[config.mk]
export PLATFORM = sky130hd
export DESIGN_NAME = mem_bus_master
export DESIGN_NICKNAME = d
export VERILOG_FILES = /design/src/rtl/mem_bus_master.sv
export SDC_FILE = /design/constraint.sdc
export NUM_CORES = 1
export LEC_CHECK = 0
export CORE_MARGIN = 4
export CORE_UTILIZATION = 35
export CTS_CLUSTER_DIAMETER = 200
export DETAILED_ROUTE_END_ITERATION = 7
export GPL_TIMING_DRIVEN = 0
export PLACE_DENSITY = 0.7
export SLEW_MARGIN = 10
export SYNTH_ARGS = -nofsm -noshare
export SYNTH_HDL_FRONTEND = slang
export SYNTH_SLANG_ARGS = --single-unit
export TNS_END_PERCENT = 20
[constraint.sdc]
create_clock -name clk -period 2.1 [get_ports clk]
set_input_delay 0.42 -clock clk [delete_from_list [all_inputs] [get_ports clk]]
set_output_delay 0.42 -clock clk [all_outputs]
set_load 0.005 [all_outputs]
[src/rtl/mem_bus_master.sv]
// rtl/mem_bus_master.sv - single-outstanding CPU request to memory-bus master with wait-state timeout
//
// Turns one CPU request at a time into a memory-bus read or write. Misaligned
// addresses are refused with an error. Writes with no byte lanes enabled complete
// with no bus access. A transfer stalled by waitrequest for TIMEOUT cycles is abandoned
// with an error.
//
// Ports
//   clk, reset_n      : system clock; synchronous active-low reset
//   req_valid         : CPU request strobe, taken only while req_ready=1
//   req_write         : 1 = write, 0 = read
//   req_addr          : word-aligned byte address
//   req_wdata         : write data
//   req_byteenable    : active byte lanes
//   req_ready         : block is idle and accepts a request this cycle
//   rsp_valid         : one-cycle completion pulse
//   rsp_err           : error flag for the completion (misaligned or timeout)
//   rsp_rdata         : read data for the completion
//   address           : bus address
//   read, write       : bus strobes
//   writedata         : bus write data
//   byteenable        : bus byte enables
//   waitrequest       : responder stall
//   readdata          : responder data, valid the cycle after a completed read

module mem_bus_master #(
  parameter int unsigned TIMEOUT = 255
) (
  input  logic        clk,
  input  logic        reset_n,
  input  logic        req_valid,
  input  logic        req_write,
  input  logic [31:0] req_addr,
  input  logic [31:0] req_wdata,
  input  logic [3:0]  req_byteenable,
  output logic        req_ready,
  output logic        rsp_valid,
  output logic        rsp_err,
  output logic [31:0] rsp_rdata,
  output logic [31:0] address,
  output logic        read,
  output logic        write,
  output logic [31:0] writedata,
  output logic [3:0]  byteenable,
  input  logic        waitrequest,
  input  logic [31:0] readdata
);

  localparam int CW = $clog2(TIMEOUT + 1);
  localparam logic [CW-1:0] TIMEOUT_CNT = CW'(TIMEOUT);
  localparam logic [CW-1:0] TIMEOUT_M1  = CW'(TIMEOUT - 1);

  typedef enum logic [1:0] {
    IDLE  = 2'd0,
    BUS   = 2'd1,
    RDATA = 2'd2
  } state_t;

  state_t          r_state;
  state_t          w_state_next;
  logic            r_is_write;
  logic [31:0]     r_addr;
  logic [31:0]     r_wdata;
  logic [3:0]      r_be;
  logic [CW-1:0]   r_wait_cnt;
  logic            r_rsp_valid;
  logic            r_rsp_err;
  logic [31:0]     r_rsp_rdata;
  logic            w_misaligned;
  logic            w_null_write;
  logic            w_timeout_hit;

  assign w_misaligned  = (req_addr[1:0] != 2'b00);
  assign w_null_write  = req_write && (req_byteenable == 4'b0000);
  // This wait cycle is the TIMEOUT-th consecutive one: the counter already holds TIMEOUT-1.
  assign w_timeout_hit = (r_wait_cnt >= TIMEOUT_M1);

  assign address    = r_addr;
  assign writedata  = r_wdata;
  assign byteenable = r_be;
  assign rsp_valid  = r_rsp_valid;
  assign rsp_err    = r_rsp_err;
  assign rsp_rdata  = r_rsp_rdata;

  always_comb begin
    w_state_next = r_state;
    req_ready    = 1'b0;
    read         = 1'b0;
    write        = 1'b0;
    case (r_state)
      IDLE: begin
        req_ready = 1'b1;
        if (req_valid && !w_misaligned && !w_null_write) begin
          w_state_next = BUS;
        end
      end
      BUS: begin
        read  = !r_is_write;
        write = r_is_write;
        if (!waitrequest) begin
          w_state_next = r_is_write ? IDLE : RDATA;
        end else if (w_timeout_hit) begin
          w_state_next = IDLE;
        end
      end
      RDATA: begin
        w_state_next = IDLE;
      end
      default: begin
        w_state_next = IDLE;
      end
    endcase
  end

  always_ff @(posedge clk) begin
    if (!reset_n) begin
      r_state     <= IDLE;
      r_is_write  <= 1'b0;
      r_addr      <= 32'h0;
      r_wdata     <= 32'h0;
      r_be        <= 4'h0;
      r_wait_cnt  <= '0;
      r_rsp_valid <= 1'b0;
      r_rsp_err   <= 1'b0;
      r_rsp_rdata <= 32'h0;
    end else begin
      r_state     <= w_state_next;
      r_rsp_valid <= 1'b0;
      r_rsp_err   <= 1'b0;
      case (r_state)
        IDLE: begin
          if (req_valid) begin
            if (w_misaligned) begin
              r_rsp_valid <= 1'b1;
              r_rsp_err   <= 1'b1;
            end else if (w_null_write) begin
              r_rsp_valid <= 1'b1;
            end else begin
              r_is_write <= req_write;
              r_addr     <= req_addr;
              r_wdata    <= req_wdata;
              r_be       <= req_byteenable;
              r_wait_cnt <= '0;
            end
          end
        end
        BUS: begin
          if (!waitrequest) begin
            if (r_is_write) begin
              r_rsp_valid <= 1'b1;
            end
          end else if (w_timeout_hit) begin
            r_rsp_valid <= 1'b1;
            r_rsp_err   <= 1'b1;
          end else if (r_wait_cnt != TIMEOUT_CNT) begin
            r_wait_cnt <= r_wait_cnt + 1'b1;
          end
        end
        RDATA: begin
          r_rsp_rdata <= readdata;
          r_rsp_valid <= 1'b1;
        end
        default: begin
        end
      endcase
    end
  end

endmodule

==> flow_summary.json, run 1 <==
{
  "leakagePower_nw": 2.602,
  "start_util_pct": 36.39,
  "intPower_mw": 4.336,
  "max_stage_delay_ns": 0.36,
  "ff2ff_path_depth": 6,
  "cp-endpoint": "write",
  "synth_most_common_cell": "nand2_1",
  "drv_cap": 0,
  "gr-total-overflow": 0,
  "start_kind": "flop",
  "setup_violations": 0,
  "setup_ws_ns": 0.1099,
  "cts_buffer_depth": 2,
  "ys_top_cells_by_area": "dfxtp_1, nand2_1, a21boi_1",
  "syn_area_mm2": 0.004462,
  "yosysWarnings": 0,
  "clk_pin_slew_ns": 0.05,
  "switchingPower_mw": 1.130,
  "max_freq_mhz": 502.5,
  "fin_crit_sh_pct": 94.77,
  "powerDensity_mw_per_mm2": 742.0,
  "crit_chain": "clkbuf_8, and2b_2, and2_1, dlygate4sd2_1",
  "rows": 40,
  "combPwrFrac_pct": 9.5,
  "root_buffer": "clkbuf_16",
  "core_area_mm2": 0.01226,
  "ctsHoldBuffers": 0,
  "wl_per_cell_um": 14.55,
  "syn_area_per_cell_um2": 8.564,
  "drtIter0Drc": 191,
  "cts_tree": "built",
  "cts.sinks": 113,
  "die-height_um": 120.9,
  "crit_path_max_fanout": 10,
  "antenna_found_initial": 0,
  "power_mw": 5.467,
  "reg2reg_slack_ns": 0.25,
  "num_vias": 4374,
  "irDropWorstVdd_v": 0.0004689,
  "reg2reg_from": "r_wait_cnt[0]$_SDFFE_PN0P_",
  "antenna_cells": 0,
  "synthDistinctLibCells": 46,
  "postRouteWirelength_um": 13530,
  "final_hold_viol_count": 0,
  "hold_slack_ns": 0.4507,
  "critPathBufInv": 2,
  "worstSkewPairLatency_ns": 0.40,
  "hold_class": "reg2reg",
  "h-tree-depth": 4,
  "ant_nets": 0,
  "clkPwrFrac_pct": 49.7,
  "io_buffers": 209,
  "grt_pass1_vias": 4388,
  "grt_pass1_wl_um": 21400,
  "dp_worst_setup_slack_ns": -0.3067,
  "synthArstFlopShare_pct": 0,
  "slowest_stage": "dfxtp_2",
  "area_growth_pct": 65.12,
  "synth_cells": 521,
  "grt_usage_pct": 18.42,
  "seqPwrFrac_pct": 40.8,
  "hpwl_um": 10490,
  "yosys.area.top_type_share_pct": 50.70,
  "drtPass1Iterations": 4,
  "drive_gt1_share_pct": 6.824,
  "hold_depth": 2,
  "critPathLaunch": "r_state[1]$_SDFFE_PN0P_",
  "synthTopCellsByCount": "nand2_1, dfxtp_1, a21boi_1",
  "top_layer": "met4",
  "gp_congestion": 0.8066,
  "dieArea_mm2": 0.01462,
  "period_needed_ns": 1.990,
  "vias_per_cell": 4.703,
  "worstReg2RegEnd": "r_wait_cnt[6]$_SDFFE_PN0P_",
  "layout.nets": 857,
  "cts_buffers": 17,
  "synth-edff-count": 0,
  "yosys.area.top_type": "dfxtp_1",
  "crit_type": "reg2out",
  "fin_util_pct": 60.08,
  "route.met2.wl_um": 6404,
  "relSlewSlack_pct": 63.06,
  "met3_length_um": 1468,
  "status": "finished, final reports clean",
  "io-pin-count": 210,
  "clock_skew_ns": 0.005840,
  "synth_nets": 628,
  "tightest_slew_ns": 0.5540,
  "synth-seq-cells": 113,
  "report.final.slew_viol_count": 0,
  "synth_ff_type": "dfxtp_1",
  "crit_path_end_kind": "primary output",
  "critPathTopFamily": "buffers and inverters",
  "wl_met1_um": 5347,
  "die_w_um": 120.9,
  "path_depth": 4,
  "seq_area_frac_synth_pct": 50.70,
  "critPathArrivalTime_ns": 1.57,
  "drc_errors": 0,
  "grt_start_max_net_pins": 17,
  "switching_share_pct": 20.68,
  "rsz0062_at_grt": "false",
  "crit_required_ns": 1.68
}
==> tightest hold or removal path, stage by stage (launching register included) <==
cell	delay, ns
dfxtp_1	0.30
nand2_1	0.05
a21boi_1	0.05
==> registers in the layout (all words and copies together), names as in the netlist <==
| register | count |
|---|---|
| address | 32 |
| rsp_rdata | 32 |
| writedata | 32 |
| r_wait_cnt | 8 |
| byteenable | 4 |
| r_state | 2 |
| r_is_write | 1 |
| rsp_err | 1 |
| rsp_valid | 1 |
==> layout make-up <==
type	instances	area [um2]
multi-input cells	366	1993
clock inverters	5	50.05
repair buffers	210	2097
well taps	168	210.2
inverters	7	26.28
fillers	1066	4895
clock buffers	26	519.2
flip-flops and latches	113	2265
plain buffers	35	206.4
==> cells in the final DEF (no fill, tap or decap), drive strengths merged, types with 2 or more instances in the layout <==
cell type and instances:
nand2 207, clkdlybuf4s50 207, dfxtp 113, a21boi 100, clkbuf 49, buf 13
o21ai 8, inv 7, nor2 4, clkinv 4, and3 3, nand3 3
nand4 3, o211ai 3, nand2b 2, a211oi 2, or3 2, and3b 2
o22ai 2, or4 2, ha 2, dlygate4sd2 2, o311ai 2
==> stage by stage <==
step,setup TNS (ns),cell area [um2],instances
final,0,7367,930
after global routing,0,7367,930
after CTS,0,7358,930
after detailed placement,-27.16,6764,898
after global placement,-25.15,6764,898
after floorplan,0,4462,521
==> cells by family (layout without fill, tap and decap cells) <==
| group | after synthesis | in the layout | share of synthesized area (%) |
|---|---|---|---|
| AO/OA/AOI/OAI | 127 | 127 | 21.93 |
| adder cells (fa/ha/maj) | 2 | 2 | 0.5608 |
| buffers and inverters | 42 | 283 | 4.851 |
| flip-flops | 113 | 113 | 50.70 |
| multiplexers | 1 | 1 | 0.2243 |
| AND/OR/NAND/NOR | 236 | 236 | 21.73 |
==> worst min-delay path by stage <==
| stage | startpoint | end | slack, ns |
|---|---|---|---|
| after floorplan | address[10]$_SDFFE_PN0P_ | address[10]$_SDFFE_PN0P_ | 0.45 |
| after global placement | writedata[26]$_SDFFE_PN0P_ | writedata[26]$_SDFFE_PN0P_ | 0.44 |
| after detailed placement | writedata[26]$_SDFFE_PN0P_ | writedata[26]$_SDFFE_PN0P_ | 0.44 |
| after CTS | writedata[26]$_SDFFE_PN0P_ | writedata[26]$_SDFFE_PN0P_ | 0.45 |
| after global routing | writedata[27]$_SDFFE_PN0P_ | writedata[27]$_SDFFE_PN0P_ | 0.47 |
| final | address[13]$_SDFFE_PN0P_ | address[13]$_SDFFE_PN0P_ | 0.45 |
==> metal layers <==
| layer | track usage [%] | vias to the layer above |
|---|---|---|
| met1 | 20.15 | 1984 |
| met4 | 7.224 | 0 |
| met3 | 8.998 | 32 |
| met2 | 30.60 | 175 |
| li1 | - | 2183 |
| met5 | 0 | - |
==> what timing repair did <==
item / in CTS / in global routing
gates resized for setup: 10 / 1
setup buffers: 1 / 0
pin swaps: 0 / 0
setup endpoints to repair: 3 / 1
==> power by group through the flow <==
stage	clock network, mW	logic (mW)	registers [mW]
after global placement	0	0.515	2.27
final	2.72	0.520	2.23
after floorplan	0	0.162	2.27
after global routing	2.88	0.564	2.23
after detailed placement	0	0.521	2.27
after CTS	2.78	0.527	2.23
Note: power is estimated with default switching activity, not from simulation.
==> run 2, diff against run 1 <==
Settings changed: CAP_MARGIN set to 10.
==> results of run 2 <==
Final layout, timing and power as in run 1 (identical DEF).
